===== src/rtl/regfile_pkg.sv =====
`default_nettype none
// ============================================================================
// Module   : regfile_pkg
// Brief    : Shared defaults and register typedefs for the integer register file.
// Revision : 1.0 - initial release
// ============================================================================
package regfile_pkg;

  localparam int          RF_DATA_W = 32;
  localparam int          RF_ADDR_W = 5;
  localparam int          RF_SP_IDX = 2;
  localparam logic [31:0] RF_SP_RST = 32'h7fffefe4;

  typedef logic [RF_ADDR_W-1:0] regaddr_t;
  typedef logic [RF_DATA_W-1:0] regdata_t;

endpackage
`default_nettype wire


===== src/rtl/regfile_scoreboard.sv =====
`default_nettype none
// ============================================================================
// Module   : regfile_scoreboard
// Brief    : Per-register busy bits with issue/writeback/flush update and
//            NRD busy lookups. Macro RF_BYPASS_EN enables same-cycle busy bypass.
// Revision : 1.0 - initial release
// ============================================================================
module regfile_scoreboard
  import regfile_pkg::*;
#(
  parameter int ADDR_W   = RF_ADDR_W,
  parameter int NRD      = 2,
  parameter bit ZERO_REG = 1'b1
) (
  input  logic                  clk,
  input  logic                  rst,
  input  logic                  flush,
  input  logic                  iss_v,
  input  logic [ADDR_W-1:0]     iss_rd,
  input  logic                  we_a,
  input  logic [ADDR_W-1:0]     wa_a,
  input  logic                  we_b,
  input  logic [ADDR_W-1:0]     wa_b,
  input  logic [NRD*ADDR_W-1:0] ra,
  output logic [NRD-1:0]        busy
);

  localparam int DEPTH = 2**ADDR_W;

  logic [DEPTH-1:0] r_busy;
  logic [DEPTH-1:0] w_set;
  logic [DEPTH-1:0] w_clr;

  always_comb begin
    w_set = '0;
    w_clr = '0;
    if (iss_v) w_set[iss_rd] = 1'b1;
    if (we_a)  w_clr[wa_a]   = 1'b1;
    if (we_b)  w_clr[wa_b]   = 1'b1;
    if (ZERO_REG) w_set[0] = 1'b0;
  end

  // Set is OR-ed after the clear so a newly issued producer beats its own writeback.
  always_ff @(posedge clk) begin
    if (rst || flush) begin
      r_busy <= '0;
    end else begin
      r_busy <= (r_busy & ~w_clr) | w_set;
    end
  end

  for (genvar i = 0; i < NRD; i++) begin : g_lookup
    logic [ADDR_W-1:0] w_addr;
    assign w_addr = ra[i*ADDR_W +: ADDR_W];
`ifdef RF_BYPASS_EN
    logic w_wr_hit;
    assign w_wr_hit = ((we_a && (wa_a == w_addr)) || (we_b && (wa_b == w_addr)))
                      && !(ZERO_REG && (w_addr == '0));
    assign busy[i]  = w_wr_hit ? w_set[w_addr] : r_busy[w_addr];
`else
    assign busy[i]  = r_busy[w_addr];
`endif
  end

endmodule
`default_nettype wire


===== src/rtl/regfile_mp.sv =====
`default_nettype none
// ============================================================================
// Module   : regfile_mp
// Brief    : Multi-port register file, NRD async reads, two prioritised write
//            ports and busy scoreboard. Macro RF_BYPASS_EN adds write-to-read bypass.
// Revision : 1.0 - initial release
// ============================================================================
module regfile_mp
  import regfile_pkg::*;
#(
  parameter int          DATA_W   = RF_DATA_W,
  parameter int          ADDR_W   = RF_ADDR_W,
  parameter int          NRD      = 2,
  parameter int          SP_IDX   = RF_SP_IDX,
  parameter logic [31:0] SP_RST   = RF_SP_RST,
  parameter bit          ZERO_REG = 1'b1
) (
  input  logic                  clk,
  input  logic                  rst,
  input  logic                  we_a,
  input  logic [ADDR_W-1:0]     wa_a,
  input  logic [DATA_W-1:0]     wd_a,
  input  logic                  we_b,
  input  logic [ADDR_W-1:0]     wa_b,
  input  logic [DATA_W-1:0]     wd_b,
  input  logic [NRD*ADDR_W-1:0] ra,
  output logic [NRD*DATA_W-1:0] rd,
  output logic [NRD-1:0]        busy,
  input  logic                  iss_v,
  input  logic [ADDR_W-1:0]     iss_rd,
  input  logic                  flush
);

  localparam int DEPTH = 2**ADDR_W;

  logic [DATA_W-1:0] r_mem [DEPTH];
  logic              w_we_a;
  logic              w_we_b;

  assign w_we_a = we_a && !(ZERO_REG && (wa_a == '0));
  assign w_we_b = we_b && !(ZERO_REG && (wa_b == '0));

  // Port B is written last so it wins an address collision.
  always_ff @(posedge clk) begin
    if (rst) begin
      for (int i = 0; i < DEPTH; i++) begin
        r_mem[i] <= (i == SP_IDX) ? DATA_W'(SP_RST) : '0;
      end
    end else begin
      if (w_we_a) r_mem[wa_a] <= wd_a;
      if (w_we_b) r_mem[wa_b] <= wd_b;
    end
  end

  for (genvar i = 0; i < NRD; i++) begin : g_read
    logic [ADDR_W-1:0] w_addr;
    logic [DATA_W-1:0] w_stored;
    logic [DATA_W-1:0] w_data;
    assign w_addr   = ra[i*ADDR_W +: ADDR_W];
    assign w_stored = (ZERO_REG && (w_addr == '0)) ? '0 : r_mem[w_addr];
`ifdef RF_BYPASS_EN
    assign w_data   = (w_we_b && (wa_b == w_addr)) ? wd_b :
                      (w_we_a && (wa_a == w_addr)) ? wd_a : w_stored;
`else
    assign w_data   = w_stored;
`endif
    assign rd[i*DATA_W +: DATA_W] = w_data;
  end

  regfile_scoreboard #(
    .ADDR_W   (ADDR_W),
    .NRD      (NRD),
    .ZERO_REG (ZERO_REG)
  ) u_scoreboard (
    .clk    (clk),
    .rst    (rst),
    .flush  (flush),
    .iss_v  (iss_v),
    .iss_rd (iss_rd),
    .we_a   (we_a),
    .wa_a   (wa_a),
    .we_b   (we_b),
    .wa_b   (wa_b),
    .ra     (ra),
    .busy   (busy)
  );

endmodule
`default_nettype wire


===== config.mk =====
export PLATFORM = sky130hd
export DESIGN_NAME = regfile_mp
export DESIGN_NICKNAME = d
export VERILOG_FILES = /design/src/rtl/regfile_pkg.sv /design/src/rtl/regfile_scoreboard.sv /design/src/rtl/regfile_mp.sv
export SDC_FILE = /design/constraint.sdc
export NUM_CORES = 2
export LEC_CHECK = 0
export ABC_CLOCK_PERIOD_IN_PS = 3600
export CAP_MARGIN = 15
export CORE_MARGIN = 1
export CORE_UTILIZATION = 38
export DETAILED_ROUTE_END_ITERATION = 7
export GPL_ROUTABILITY_DRIVEN = 0
export GPL_TIMING_DRIVEN = 0
export SYNTH_ARGS = -nofsm -noshare
export SYNTH_HDL_FRONTEND = slang
export SYNTH_SLANG_ARGS = --single-unit

===== constraint.sdc =====
create_clock -name clk -period 3.6 [get_ports clk]
set_input_delay 0.36 -clock clk [delete_from_list [all_inputs] [get_ports clk]]
set_output_delay 0.36 -clock clk [all_outputs]
set_load 0.05 [all_outputs]

==> results.sh <==
export IMPL_hold_class="in -> reg"
export IMPL_die_area_um2=160000
export IMPL_slew_headroom_pct=2.28
export IMPL_drt_wl_total_um=298000
export IMPL_clk_latency_ns=0.77
export IMPL_nets=4554
export IMPL_synth_area_um2=60400
export IMPL_synthToLayoutAreaGrowth_pct=16.8
export IMPL_firstDrtPassIters=8
export IMPL_p_total_uw=32600
export IMPL_grt_max_degree=29
export IMPL_cp_max_fo=10
export IMPL_dpl_hpwl_um=212000
export IMPL_crit_arrival_ns=3.47
export IMPL_yosys_warnings=0
export IMPL_vias=50200
export IMPL_ant_nets=0
export IMPL_synth_area_top_cells="edfxtp_1 51%, mux4_2 17%, a22o_1 14%"
export IMPL_stdcell_count=6630
export IMPL_drt_iter0_drc=10200
export IMPL_cts_sinks=1056
export IMPL_ff2ff_setup_slack_ns=2.85
export IMPL_htree_levels=3
export IMPL_placementRows=145
export IMPL_synth_cells=4097
export IMPL_yosys_area_top_type_share_pct=50.9
export IMPL_grtUsageTotal_pct=36.0
export IMPL_setup_worst_path_start_class="primary input"
export IMPL_setup_viol=54
export IMPL_cts_made_buffers=115
export IMPL_holdPathEnd="u_scoreboard.r_busy[0]"
export IMPL_crit_path_max_incr_delay_ns=0.58
export IMPL_ios=161
export IMPL_power_leakage_uw=0.0235
export IMPL_root_buffer="clkbuf_16"
export IMPL_core_region_area_um2=157000
export IMPL_setup_ws_ns=-0.226
export IMPL_avgSynthCellArea_um2=14.7
export IMPL_grt_pass1_vias=47400
export IMPL_maxCapViolCount=0
export IMPL_synth_distinct_cells=45
export IMPL_crit_slowest_cell="a311oi_4"
export IMPL_tightestPinTransition_ns=1.45
export IMPL_cp_required_ns=3.24
export IMPL_cts_buffer_depth=3
export IMPL_finalCriticalPeriod_ns=3.83
export IMPL_criticalPathCategory="in -> out"
export IMPL_wl_per_cell_um=45.0
export IMPL_clk_pin_slew_ns=0.07
export IMPL_fmax_mhz=261
export IMPL_cts_tree="done"
export IMPL_skew_ns=0
export IMPL_critPathCaptureType="primary output"
export IMPL_r2r_cells=2
export IMPL_hold_buffers=0
export IMPL_violations="DRC, setup timing"
export IMPL_path_cells="buf_2 > inv_1 > buf_4 > clkbuf_8 > clkbuf_4 > o21ai_1 > a311oi_4 > clkdlybuf4s15_2"
export IMPL_r2r_start="u_scoreboard.r_busy[0]"
export IMPL_dp_cells=6390
export IMPL_hold_viol=0
export IMPL_vias_per_cell=7.57
export IMPL_status="finished with violations"
export IMPL_die_w_um=401
export IMPL_slew_violations=0
export IMPL_yosysTopAreaCell="edfxtp_1"
export IMPL_worstHoldStart="flush"
export IMPL_path_delay_family="buffers and inverters"
export IMPL_ys_seq_elements=1056
export IMPL_seq_area_frac_synth_pct=52.0
export IMPL_reg2reg_to="u_scoreboard.r_busy[0]"
export IMPL_rsz0062_at_grt="true"
export IMPL_initial_core_util_pct=38.5
export IMPL_portBuffers=152
export IMPL_power_density_nw_per_um2=462
export IMPL_hold_depth=4
export IMPL_ir_worst_vdd_mv=0.486
export IMPL_drc=2
export IMPL_final_period_utilization_pct=106
export IMPL_die_h_um=401
export IMPL_drive_gt1_share_pct=27.7
export IMPL_antenna_found_initial=18
export IMPL_worst_path_buf_inv=6
export IMPL_overflow=0
export IMPL_grt_first_pass_wirelength_um=395000
[stage by stage]
stage	TNS [ns]	hold WS (ns)	area (um2)	util, %	setup WS, ns
floorplan	0	0.428	60500	-	0.363
global placement	-1208.51	0.447	64600	41.2	-2.72
detailed placement	-308.91	0.461	65600	41.8	-2.39
CTS	-0.00575	0.282	70100	44.7	-0.00575
global route	-0.0114	0.311	70500	44.9	-0.00597
finish	-4.80	0.318	70500	44.9	-0.226
[worst reg2reg max path, stage by stage (launching register included)]
cell and delay [ns]:
dfxtp_1 0.36, nand2_1 0.06, a221oi_1 0.23
[cells by family (layout without fill, tap and decap cells)]
kind of cell    after synthesis  after routing  synth area share (%)
compound gates             1438           1438                  19.8
flops                      1056           1056                  52.0
mux                         662            662                  20.8
buf+inv                     628           1061                  4.35
simple gates                312            312                  3.08
other cells                   1             43               0.00621
[Yosys cell counts]
| master | count |
|---|---|
| and3_1 | 7 |
| nand3_1 | 6 |
| nand4b_1 | 1 |
| or3_1 | 14 |
| a311oi_1 | 64 |
| nand2b_1 | 7 |
| a221oi_1 | 50 |
| or4b_1 | 1 |
| o21ai_0 | 113 |
| nand3_2 | 1 |
| mux2_2 | 66 |
| or3_4 | 1 |
| a211oi_1 | 64 |
| nor4_2 | 1 |
| nor3_2 | 9 |
| nor3_1 | 24 |
| or3b_1 | 4 |
| o2111ai_1 | 15 |
| nand3b_1 | 6 |
| or4_1 | 3 |
| o22a_1 | 26 |
| edfxtp_1 | 1024 |
| nand4bb_1 | 2 |
| and3b_1 | 13 |
| nor2_1 | 74 |
| nor2_2 | 5 |
| a211o_1 | 14 |
| buf_2 | 205 |
| nor3_4 | 7 |
| buf_4 | 4 |
| clkbuf_1 | 413 |
| nand2_1 | 37 |
| mux2i_1 | 128 |
| conb_1 | 1 |
| inv_1 | 3 |
| dfxtp_1 | 32 |
| nor2b_1 | 70 |
| or2_2 | 3 |
| a22oi_1 | 126 |
| mux4_2 | 468 |
| nor4b_4 | 1 |
| nor3b_1 | 12 |
| a22o_1 | 966 |
| and2_1 | 3 |
| buf_1 | 3 |
[power breakdown]
part | switching (uW) | internal, uW
combinational | 3740 | 1880
clock | 5540 | 6840
sequential | 381 | 14200
[state kept, by name, summed over array words and instances, names as in the netlist]
| signal | cells |
|---|---|
| r_mem | 1024 |
| u_scoreboard.r_busy | 32 |
[cell type report]
cell class                      count  area (um2)
Inverter                            3        11.3
Antenna cell                       11        27.5
Multi-Input combinational cell   2444       27400
Clock buffer                      137        2980
Timing Repair Buffer              217        2460
Tap cell                         2058        2570
Clock inverter                     82         790
Fill cell                       13900       86400
Sequential cell                  1056       31400
Buffer                            622        2880
[worst max path at each step]
stage	start	to	slack [ns]	cells after the start
2_1_floorplan	ra[1]	rd[29]	0.36	8
3_3_place_gp	ra[5]	rd[32]	-2.72	8
3_5_place_dp	ra[8]	rd[44]	-2.39	8
4_1_cts	ra[8]	rd[44]	-0.006	8
5_1_grt	ra[6]	rd[53]	-0.006	9
6_report	ra[0]	rd[1]	-0.23	8
[layout by cell type (no fill, tap or decap), types with 37 or more instances in the layout]
| cell | n |
|---|---|
| edfxtp_1 | 1024 |
| a22o_1 | 966 |
| mux4_2 | 468 |
| clkbuf_1 | 367 |
| buf_2 | 182 |
| mux2i_1 | 128 |
| a22oi_1 | 122 |
| clkbuf_16 | 116 |
| clkdlybuf4s50_1 | 85 |
| nor2b_1 | 69 |
| nor2_1 | 69 |
| mux2_2 | 66 |
| o21ai_0 | 66 |
| clkbuf_2 | 56 |
| buf_4 | 52 |
| a221oi_1 | 48 |
| a211oi_1 | 48 |
| nand2_1 | 37 |
[layer usage]
layer	global-route usage [%]	share of wire [%]
met5	0.446	0.12
met4	27.1	9.4
met3	18.1	18
met2	48.6	40
met1	43.7	33
[repair_timing]
| action | in CTS | in global routing |
|---|---|---|
| buffers inserted | 0 | 2 |
| pin swaps | 30 | 23 |
| gates cloned | 0 | 0 |
| setup endpoints to repair | 98 | 94 |
| resized for setup | 512 | 103 |
Power figures use the tool's default switching activity.
